`config.mk`:
```
export PLATFORM = sky130hd
export DESIGN_NAME = data_sync_pulse
export DESIGN_NICKNAME = d
export VERILOG_FILES = /design/src/rtl/data_sync_pulse.sv
export SDC_FILE = /design/constraint.sdc
export NUM_CORES = 1
export LEC_CHECK = 0
export CORE_ASPECT_RATIO = 1.75
export CORE_MARGIN = 2
export CORE_UTILIZATION = 30
export CTS_BUF_LIST = sky130_fd_sc_hd__clkbuf_4 sky130_fd_sc_hd__clkbuf_8
export CTS_CLUSTER_DIAMETER = 100
export DETAILED_ROUTE_END_ITERATION = 6
export PLACE_DENSITY = 0.7
export SYNTH_ARGS = -nofsm -noshare
export SYNTH_HDL_FRONTEND = slang
export SYNTH_SLANG_ARGS = --single-unit
```
`constraint.sdc`:
```
create_clock -name clk -period 2.4 [get_ports clk]
set_input_delay 0.48 -clock clk [delete_from_list [all_inputs] [get_ports clk]]
set_output_delay 0.48 -clock clk [all_outputs]
set_load 0.02 [all_outputs]
```
`src/rtl/data_sync_pulse.sv`:
```
// Multi-bit CDC receiver: synchronises only the bus_enable qualifier, edge-detects it and
// captures unsync_bus on each event. Define DATA_SYNC_ACK_EN to add the ack_toggle output.
module data_sync_pulse #(
  parameter int BUS_WIDTH   = 8,
  parameter int STAGE_COUNT = 2,
  parameter int TOGGLE_MODE = 0,
  parameter int COUNT_WIDTH = 8
) (
  input  logic                   clk,
  input  logic                   reset_n,
  input  logic [BUS_WIDTH-1:0]   unsync_bus,
  input  logic                   bus_enable,
  output logic [BUS_WIDTH-1:0]   sync_bus,
  output logic                   enable_pulse,
  output logic [COUNT_WIDTH-1:0] pulse_count
`ifdef DATA_SYNC_ACK_EN
  ,
  output logic                   ack_toggle
`endif
);

  logic [STAGE_COUNT-1:0] sync_q;
  logic                   s_last;
  logic                   prev_q;
  logic                   sync_event;

  always_ff @(posedge clk or negedge reset_n) begin
    if (!reset_n) begin
      sync_q <= '0;
      prev_q <= 1'b0;
    end else begin
      sync_q <= {sync_q[STAGE_COUNT-2:0], bus_enable};
      prev_q <= s_last;
    end
  end

  assign s_last = sync_q[STAGE_COUNT-1];

  // Level mode only reacts to 0->1; toggle mode treats either transition as a new transfer.
  assign sync_event = (TOGGLE_MODE != 0) ? (s_last ^ prev_q) : (s_last & ~prev_q);

  // unsync_bus is only looked at in an event cycle, when the source guarantees it is stable.
  always_ff @(posedge clk or negedge reset_n) begin
    if (!reset_n) begin
      sync_bus     <= '0;
      enable_pulse <= 1'b0;
      pulse_count  <= '0;
    end else begin
      enable_pulse <= sync_event;
      pulse_count  <= pulse_count + COUNT_WIDTH'(sync_event);
      if (sync_event) begin
        sync_bus <= unsync_bus;
      end
    end
  end

`ifdef DATA_SYNC_ACK_EN
  always_ff @(posedge clk or negedge reset_n) begin
    if (!reset_n) begin
      ack_toggle <= 1'b0;
    end else begin
      ack_toggle <= ack_toggle ^ sync_event;
    end
  end
`endif

endmodule
```
==> results of run 1 <==
-- path summary, 6_finish.rpt --
kind	start	to	slack, ps	cells past startpoint
hold / removal	sync_q[0]$_DFF_PN0_	sync_q[1]$_DFF_PN0_	350	0
setup reg to reg	sync_q[1]$_DFF_PN0_	pulse_count[4]$_DFF_PN0_	1070	5
max in group asynchronous	reset_n	sync_bus[3]$_DFFE_PN0P_	1650	2
setup / recovery	pulse_count[3]$_DFF_PN0_	pulse_count[3]	600	1
min in group asynchronous	reset_n	sync_q[1]$_DFF_PN0_	550	2
hold reg to reg	sync_q[0]$_DFF_PN0_	sync_q[1]$_DFF_PN0_	350	0
-- per-stage QoR --
step | instances | utilization | setup WS (ps)
final | 103 | 0.4750 | 600.4
after global routing | 103 | 0.4750 | 552.7
after CTS | 103 | 0.4750 | 589.1
after detailed placement | 99 | 0.4511 | 890.3
after global placement | 99 | 0.4511 | 883.7
after floorplan | 46 | - | 1064
-- cells by family (layout without fill, tap and decap cells) --
kind of cell,after synthesis,after routing,synth area share
simple gates,9,9,0.07377
mux,8,8,0.1235
flops,20,20,0.6861
fa+ha+maj,2,2,0.03430
xor+xnor,6,6,0.07205
buf+inv,1,33,0.01030
-- report_power, final --
| group | total, mW | internal (mW) | leakage, nW | switching (mW) |
|---|---|---|---|---|
| registers | 0.470 | 0.407 | 0.244 | 0.0636 |
| logic | 0.318 | 0.170 | 0.204 | 0.148 |
| clock network | 0.252 | 0.146 | 0.0288 | 0.106 |
| total | 1.04 | 0.722 | 0.476 | 0.318 |
-- layout by cell type (no fill, tap or decap) --
cell type and count:
sky130_fd_sc_hd__and3_1 1, sky130_fd_sc_hd__buf_4 2, sky130_fd_sc_hd__xnor2_1 3, sky130_fd_sc_hd__mux2_2 8, sky130_fd_sc_hd__xor2_1 3, sky130_fd_sc_hd__ha_1 2, sky130_fd_sc_hd__nand3_1 2, sky130_fd_sc_hd__nand3_2 1
sky130_fd_sc_hd__clkbuf_8 4, sky130_fd_sc_hd__clkdlybuf4s50_1 27, sky130_fd_sc_hd__dfrtp_1 20, sky130_fd_sc_hd__nor2b_1 1, sky130_fd_sc_hd__nor2_1 1, sky130_fd_sc_hd__nand2_1 2, sky130_fd_sc_hd__nor3_2 1
-- per-layer routing --
layer  up-vias  track usage  share of wire
li1        218            -              -
met1       218       0.1462           0.40
met2        24       0.1753           0.50
met3         2      0.04487          0.084
met4         0      0.04301          0.015
met5         -            0              0
-- state kept, by name (all words and copies together), names as in the netlist --
| signal | flops |
|---|---|
| enable_pulse | 1 |
| sync_bus | 8 |
| pulse_count | 8 |
| prev_q | 1 |
| sync_q | 2 |
-- area by class of cell --
cell class | count | area, um^2 | area share
sequential | 20 | 500.5 | 0.4577
timing repair buffer | 29 | 285.3 | 0.2609
multi-input combinational | 25 | 221.5 | 0.2025
clock buffer | 4 | 55.05 | 0.05034
tap | 25 | 31.28 | 0.02860
==> summary.txt, run 1 <==
result of the run: completed
DRC marker count from the first detailed-route iteration: 5
number of ports placed on the die boundary: 28
crit-path cells: clkdlybuf4s50_1
kind of start point of the critical path: flop
Distinct cells, synth: 13
max-slew violation total from the final report: 0
worst path bufs/invs: 1
max-cap check violation count: 0
Crit path max-delay family: buffers and inverters
clock slew seen by the registers of the worst setup and hold paths: 70 ps
share of cells above drive strength 1: 0.2051
antenna violations before repair: 0
post-route DRC violation count: 0
combined global-route utilization of all metal layers: 0.1166
HPWL after DPL: 1004 um
share of synthesized area occupied by flip-flops and latches: 0.6861
nets: 92
headroom to the max-slew limit: 0.8347
RSZ-0062 raised after global routing: no
number of standard-cell rows in the floorplan: 23
final count of negative-setup-slack endpoints: 0
pwr/cell area: 951.4 nW/um^2
count of inserted antenna diode cells: 0
Final Critical Period: 1800 ps
CP max FO: 5
Core Region: 2302 um^2
synth cell count leaders: sky130_fd_sc_hd__dfrtp_1 (20), sky130_fd_sc_hd__mux2_2 (8), sky130_fd_sc_hd__xnor2_1 (3), sky130_fd_sc_hd__xor2_1 (3)
data arrival at the endpoint of the critical path: 1320 ps
post-synthesis instance area: 729.5 um^2
Sink Count: 20
worst stage delay on the critical path: 640 ps
buffer type at the clock tree root: sky130_fd_sc_hd__clkbuf_8
remaining number of nets flagged by the antenna check after routing: 0
setup_tns: 0 ps
number of nets in the synthesized netlist: 59
Period Utilization, post-route: 0.7498
fraction of post-synthesis cell area in the top cell type by area: 0.6861
Min-Delay Path Class: flop to flop
synth warn: 0
overflow left after global routing: 0
worst-case clock buffer depth: 2
number of flops mapped to enable cells by yosys: 0
leading register cell type out of synthesis: sky130_fd_sc_hd__dfrtp_1
height of the chip: 69.23 um
top cells by area, synth: sky130_fd_sc_hd__dfrtp_1 (69%), sky130_fd_sc_hd__mux2_2 (12%), sky130_fd_sc_hd__xnor2_1 (3.6%)
die span in x: 41.28 um
first-pass GRT wire length: 2304 um
hold-fix buffers at CTS: 0
via count of the first global-routing pass: 522
Routability Congestion: 0.6630
clock tree from TritonCTS: built
level count of the clock H-tree: 1
number of buffer cells added on primary ports: 27
cell taking the most area after synthesis: sky130_fd_sc_hd__dfrtp_1
Worst VDD drop: 0.0005334 V
First-pass DRT Iterations: 2
layout overhead on the synthesized area: 49.91%
fillcell total: 224
Layout Cell Area excl Fill: 1094 um^2
initial core utilization: 0.3168
Required @ worst endpoint: 1920 ps
placed cell area: 1039 um^2
insertion delay of the later-clocked pin in the worst-skew pair: 260 ps
number of clock buffers inserted by TritonCTS: 3
pin count of the biggest net entering global routing: 21
final wirelength: 1375 um
cell with the biggest individual delay on the critical path: sky130_fd_sc_hd__clkdlybuf4s50_1
Gates resized, CTS repair: 0
Total Power: 1.040 mW
hold_ws: 352.3 ps
area enclosed by the die boundary: 2857 um^2
type of the setup path with the least slack: flop to primary output
via count: 462
leading cell type by number of instances after synthesis: sky130_fd_sc_hd__dfrtp_1
Max Fclk: 555.7 MHz
syn_area_per_cell: 15.86 um^2
final setup skew: 1.125 ps
Final Hold Violating Endpoints: 0
static leakage power: 0.4761 nW
register bit count reported by yosys: 20
endpoint type of the worst setup path: primary output
detail-routed via count per cell: 4.485
transition time of the tightest slew-check pin: 248.0 ps
post-CTS setup buffer count: 0
detailed-route wire length per cell: 13.35 um
cells after synthesis: 46
Async SR Flop Fraction: 1.000
Power figures use the tool's default switching activity.
==> run 2: changes to the inputs <==
--- a/config.mk
+++ b/config.mk
@@ -11,7 +11,7 @@
 export CTS_BUF_LIST = sky130_fd_sc_hd__clkbuf_4 sky130_fd_sc_hd__clkbuf_8
 export CTS_CLUSTER_DIAMETER = 100
 export DETAILED_ROUTE_END_ITERATION = 6
-export PLACE_DENSITY = 0.7
+export PLACE_DENSITY = 0.73
 export SYNTH_ARGS = -nofsm -noshare
 export SYNTH_HDL_FRONTEND = slang
 export SYNTH_SLANG_ARGS = --single-unit
==> constraint.sdc (replaced) <==
create_clock -name clk -period 1.63 [get_ports clk]
set_input_delay 0.326 -clock clk [delete_from_list [all_inputs] [get_ports clk]]
set_output_delay 0.326 -clock clk [all_outputs]
set_load 0.02 [all_outputs]
==> summary.txt, run 2 (synthesized netlist as in run 1, its figures left out) <==
area enclosed by the die boundary: 2857 um^2 (unchanged)
most common library cell in the layout ignoring fill and taps: sky130_fd_sc_hd__clkdlybuf4s50_1
Worst VDD drop: 0.0008889 V (+67%)
Max Fclk: 630.6 MHz
headroom to the max-slew limit: 0.8370 (+0.002301)
Final Hold Violating Endpoints: 0 (unchanged)
final setup skew: 0.8988 ps (-0.2258 ps)
DRC marker count from the first detailed-route iteration: 3 (-2)
via count of the first global-routing pass: 487 (-6.7%)
CP max FO: 3 (-2)
worst stage delay on the critical path: 620 ps (-20 ps)
most used cells in the layout excluding fill and tap cells: sky130_fd_sc_hd__clkdlybuf4s50_1 (22), sky130_fd_sc_hd__dfrtp_1 (20), sky130_fd_sc_hd__mux2_2 (8)
max-slew violation total from the final report: 0 (unchanged)
type of the setup path with the least slack: flop to primary output
Period Utilization, post-route: 0.9728
critical register-to-register path startpoint: sync_q[1]$_DFF_PN0_
count of inserted antenna diode cells: 0 (unchanged)
RSZ-0062 raised after global routing: no
nets: 92 (unchanged)
start point of the worst hold path: sync_q[0]$_DFF_PN0_
via count: 462 (unchanged)
data arrival at the endpoint of the critical path: 1260 ps (-60 ps)
first-pass GRT wire length: 2173 um (-5.7%)
crit-path cells: clkdlybuf4s50_1
placed cell area: 1039 um^2 (unchanged)
final count of negative-setup-slack endpoints: 0 (unchanged)
detailed-route wire length per cell: 12.87 um (-3.6%)
share of cells above drive strength 1: 0.2051 (unchanged)
die span in x: 41.28 um (unchanged)
hold_ws: 352.2 ps (-0.1070 ps)
Register Area: 500.5 um^2 (unchanged)
remaining number of nets flagged by the antenna check after routing: 0 (unchanged)
overflow left after global routing: 0 (unchanged)
HPWL after DPL: 1040 um (+3.6%)
max-cap check violation count: 0 (unchanged)
Sink Count: 20 (unchanged)
clock slew seen by the registers of the worst setup and hold paths: 70 ps (about the same)
Required @ worst endpoint: 1300 ps (-620 ps)
worst path bufs/invs: 1 (unchanged)
Routability Congestion: 0.6221 (-6.2%)
initial core utilization: 0.3168 (unchanged)
pin count of the biggest net entering global routing: 21 (unchanged)
layout overhead on the synthesized area: 50.60%
First-pass DRT Iterations: 2 (unchanged)
kind of start point of the critical path: flop
result of the run: completed
number of buffer cells added on primary ports: 27 (unchanged)
cell with the biggest individual delay on the critical path: sky130_fd_sc_hd__clkdlybuf4s50_1
post-CTS setup buffer count: 0 (unchanged)
antenna violations before repair: 0 (unchanged)
final wirelength: 1326 um (-3.6%)
registers with the most flip-flops: pulse_count (8), sync_bus (8), sync_q (2)
static leakage power: 0.5309 nW (+12%)
Min-Delay Path Class: flop to flop
pwr/cell area: 1364 nW/um^2 (+43%)
endpoint type of the worst setup path: primary output
number of standard-cell rows in the floorplan: 23 (unchanged)
number of ports placed on the die boundary: 28 (unchanged)
detail-routed via count per cell: 4.485 (unchanged)
height of the chip: 69.23 um (unchanged)
worst-case clock buffer depth: 2 (unchanged)
buffer type at the clock tree root: sky130_fd_sc_hd__clkbuf_8
setup_tns: 0 ps (unchanged)
level count of the clock H-tree: 1 (unchanged)
Core Region: 2302 um^2 (unchanged)
post-route DRC violation count: 0 (unchanged)
number of clock buffers inserted by TritonCTS: 3 (unchanged)
transition time of the tightest slew-check pin: 244.5 ps (-3.452 ps)
combined global-route utilization of all metal layers: 0.1082 (-0.008438)
clock tree from TritonCTS: built
register-to-register setup slack: 250 ps (-820 ps)
insertion delay of the later-clocked pin in the worst-skew pair: 250 ps (about the same)
fillcell total: 215 (-4.0%)
start point of the critical path: pulse_count[1]$_DFF_PN0_
area occupied by multi-input gates: 221.5 um^2 (unchanged)
Crit path max-delay family: buffers and inverters
Layout Cell Area excl Fill: 1099 um^2 (+0.46%)
Final Critical Period: 1586 ps
run 2: per-layer routing:
| layer | wire length [um] | vias up | GRT usage |
|---|---|---|---|
| met5 | 0 | - | 0 |
| met4 | 0 | 0 | 0.03226 |
| met3 | 104 | 0 | 0.03205 |
| met2 | 733 | 23 | 0.1806 |
| met1 | 488 | 221 | 0.1245 |
| li1 | - | 218 | - |
run 2: what timing repair did:
| item | in CTS | in global routing |
|---|---|---|
| hold endpoints to repair | 0 | 0 |
| endpoints found under the setup margin | 2 | 3 |
| pin swaps | 0 | 0 |
| hold buffers | 0 | 0 |
| cloned | 0 | 0 |
| gates resized for setup | 2 | 3 |
run 2: final cells by class:
cell class / count / share of cell area
timing repair buffer: 29 / 0.2642
sequential: 20 / 0.4556
tap: 25 / 0.02847
clock buffer: 4 / 0.05011
multi-input combinational: 25 / 0.2016
run 2: worst paths after layout:
check,end,depth (start not counted)
min in group asynchronous,pulse_count[2]$_DFF_PN0_,2
worst max-delay path,pulse_count[1],1
worst min register to register,sync_q[1]$_DFF_PN0_,0
worst max register to register,pulse_count[4]$_DFF_PN0_,5
worst min-delay path,sync_q[1]$_DFF_PN0_,0
max in group asynchronous,pulse_count[4]$_DFF_PN0_,2
run 2: metrics by stage:
step	total power, mW	setup WS [ps]	cells	utilization
2_1_floorplan	0.9092	294.4	46	-
3_3_place_gp	1.163	268.9	99	0.4511
3_5_place_dp	1.175	201.3	99	0.4511
4_1_cts	1.532	2.303	103	0.4739
5_1_grt	1.586	0.1533	103	0.4772
6_report	1.498	44.27	103	0.4772
run 2: power by group:
group          leakage, nW  switching (mW)  internal (mW)  total (mW)
clock               0.0288           0.147          0.214       0.361
combinational        0.258           0.218          0.229       0.447
sequential           0.244          0.0911          0.599       0.690
==> run 3: changes to the inputs <==
==> config.mk (replaced) <==
export PLATFORM = sky130hd
export DESIGN_NAME = data_sync_pulse
export DESIGN_NICKNAME = d
export VERILOG_FILES = /design/src/rtl/data_sync_pulse.sv
export SDC_FILE = /design/constraint.sdc
export NUM_CORES = 1
export LEC_CHECK = 0
export CORE_MARGIN = 2
export CORE_UTILIZATION = 39
export CTS_BUF_LIST = sky130_fd_sc_hd__clkbuf_4 sky130_fd_sc_hd__clkbuf_8
export CTS_CLUSTER_DIAMETER = 100
export DETAILED_ROUTE_END_ITERATION = 6
export GPL_ROUTABILITY_DRIVEN = 0
export PLACE_DENSITY = 0.87
export SYNTH_ARGS = -nofsm -noshare
export SYNTH_HDL_FRONTEND = slang
export SYNTH_SLANG_ARGS = --single-unit
==> summary.txt, run 3 (synthesized netlist as in run 1, its figures left out) <==
result of the run: completed
count of inserted antenna diode cells: 0 (unchanged)
number of ports placed on the die boundary: 28 (unchanged)
setup_tns: 0 ps (unchanged)
kind of start point of the critical path: flop
fillcell total: 136 (-37%)
worst stage delay on the critical path: 600 ps (-20 ps)
met2 WL post-DR: 632 um (-14%)
HPWL after DPL: 1003 um (-3.5%)
final wirelength: 1276 um (-3.8%)
overflow left after global routing: 0 (unchanged)
height of the chip: 47.25 um (-32%)
most common library cell in the layout ignoring fill and taps: sky130_fd_sc_hd__dfrtp_1
first-pass GRT wire length: 1918 um (-12%)
met1 WL: 560 um (+15%)
post-route DRC violation count: 0 (unchanged)
detail-routed via count per cell: 4.447 (-0.87%)
data arrival at the endpoint of the critical path: 1250 ps (about the same)
initial core utilization: 0.4179 (+0.1011)
clock tree from TritonCTS: built
pin count of the biggest net entering global routing: 21 (unchanged)
critical path depth: 1 (unchanged)
Final Hold Violating Endpoints: 0 (unchanged)
First-pass DRT Iterations: 3 (+1)
nets: 92 (unchanged)
core utilization of the finished layout: 0.6215 (+0.1443)
Final Critical Period: 1579 ps (-6.775 ps)
critical register-to-register path startpoint: prev_q$_DFF_PN0_
CP max FO: 2 (-1)
Required @ worst endpoint: 1300 ps (about the same)
number of standard-cell rows in the floorplan: 15 (-35%)
max-cap check violation count: 0 (unchanged)
max-slew violation total from the final report: 0 (unchanged)
Core Region: 1745 um^2 (-24%)
transition time of the tightest slew-check pin: 244.7 ps (+0.1130 ps)
endpoint type of the worst setup path: primary output
headroom to the max-slew limit: 0.8369 (about the same)
Min-Delay Path Class: input pin to asynchronous set/reset pin
Period Utilization, post-route: 0.9687 (-0.004156)
detailed-route wire length per cell: 12.39 um (-3.8%)
routed wire length on met3: 58 um (-44%)
antenna violations before repair: 0 (unchanged)
buffer type at the clock tree root: sky130_fd_sc_hd__clkbuf_4
RSZ-0062 raised after global routing: no
insertion delay of the later-clocked pin in the worst-skew pair: 290 ps (+40 ps)
Crit path max-delay family: buffers and inverters
worst path bufs/invs: 1 (unchanged)
cell with the biggest individual delay on the critical path: sky130_fd_sc_hd__clkdlybuf4s50_1
register-to-register setup slack: 270 ps (+20 ps)
pwr/cell area: 1281 nW/um^2 (-6.1%)
number of buffer cells added on primary ports: 27 (unchanged)
post-CTS setup buffer count: 0 (unchanged)
Max Fclk: 633.3 MHz (+0.43%)
area enclosed by the die boundary: 2232 um^2 (-22%)
clock slew seen by the registers of the worst setup and hold paths: 110 ps (+40 ps)
via count of the first global-routing pass: 447 (-8.2%)
Top Layer Used: met4
most used cells in the layout excluding fill and tap cells: sky130_fd_sc_hd__dfrtp_1 (20), sky130_fd_sc_hd__clkdlybuf4s50_1 (14), sky130_fd_sc_hd__mux2_2 (8)
count of cells along the worst register-to-register path: 5 (unchanged)
static leakage power: 0.5611 nW (+5.7%)
combined global-route utilization of all metal layers: 0.1254 (+0.01721)
share of cells above drive strength 1: 0.2051 (unchanged)
Sink Count: 20 (unchanged)
level count of the clock H-tree: 1 (unchanged)
reg-to-reg critical path endpoint: pulse_count[6]$_DFF_PN0_
crit-path cells: clkdlybuf4s50_1
final count of negative-setup-slack endpoints: 0 (unchanged)
DRC marker count from the first detailed-route iteration: 3 (unchanged)
type of the setup path with the least slack: flop to primary output
layout overhead on the synthesized area: 48.71%
Worst VDD drop: 0.0008962 V (+0.83%)
number of clock buffers inserted by TritonCTS: 3 (unchanged)
worst-case clock buffer depth: 2 (unchanged)
via count: 458 (-0.87%)
final setup skew: 1.617 ps (+0.7182 ps)
die span in x: 47.25 um (+14%)
registers with the most flip-flops: pulse_count (8), sync_bus (8), sync_q (2)
remaining number of nets flagged by the antenna check after routing: 0 (unchanged)
-- run 3: layout make-up --
cell class / count / area, um^2 / area share
clock buffer: 4 / 36.28 / 0.03345
multi-input combinational: 25 / 221.5 / 0.2042
sequential: 20 / 500.5 / 0.4614
tap: 25 / 31.28 / 0.02884
timing repair buffer: 29 / 295.3 / 0.2722
-- run 3: stage by stage --
stage | setup WS (ps) | area [um^2] | instances | power (mW) | hold WS (ps)
2_1_floorplan | 294.4 | 729.5 | 46 | 0.9092 | 30.41
3_3_place_gp | 269.4 | 1039 | 99 | 1.158 | 337.2
3_5_place_dp | 250.7 | 1039 | 99 | 1.175 | 344.3
4_1_cts | 7.080 | 1067 | 103 | 1.422 | 354.4
5_1_grt | 3.684 | 1085 | 103 | 1.467 | 373.0
6_report | 51.04 | 1085 | 103 | 1.390 | 354.3
-- run 3: power breakdown --
group	internal (mW)	total (mW)	switching, mW	leakage (nW)
Clock	0.136	0.280	0.143	0.0210
Combinational	0.206	0.425	0.219	0.296
Sequential	0.598	0.685	0.0874	0.244
Total	0.940	1.39	0.450	0.561
-- run 3: how the worst max path moves through the flow --
| stage | start | to | slack, ps |
|---|---|---|---|
| floorplan | prev_q$_DFF_PN0_ | pulse_count[4]$_DFF_PN0_ | 290 |
| global placement | pulse_count[2]$_DFF_PN0_ | pulse_count[2] | 270 |
| detailed placement | pulse_count[2]$_DFF_PN0_ | pulse_count[2] | 250 |
| CTS | pulse_count[0]$_DFF_PN0_ | pulse_count[0] | 7 |
| global route | sync_bus[0]$_DFFE_PN0P_ | sync_bus[0] | 4 |
| finish | sync_bus[0]$_DFFE_PN0P_ | sync_bus[0] | 50 |
-- run 3: repair_timing --
item	CTS	global route
hold endpoints to repair	0	0
hold buffers	0	0
resized for setup	6	7
setup endpoints to repair	6	7
-- run 3: routing by layer --
metal,global-route usage,vias up
li1,-,220
met1,0.1707,223
met2,0.1784,13
met3,0.02692,2
met4,0.08333,0
met5,0,-
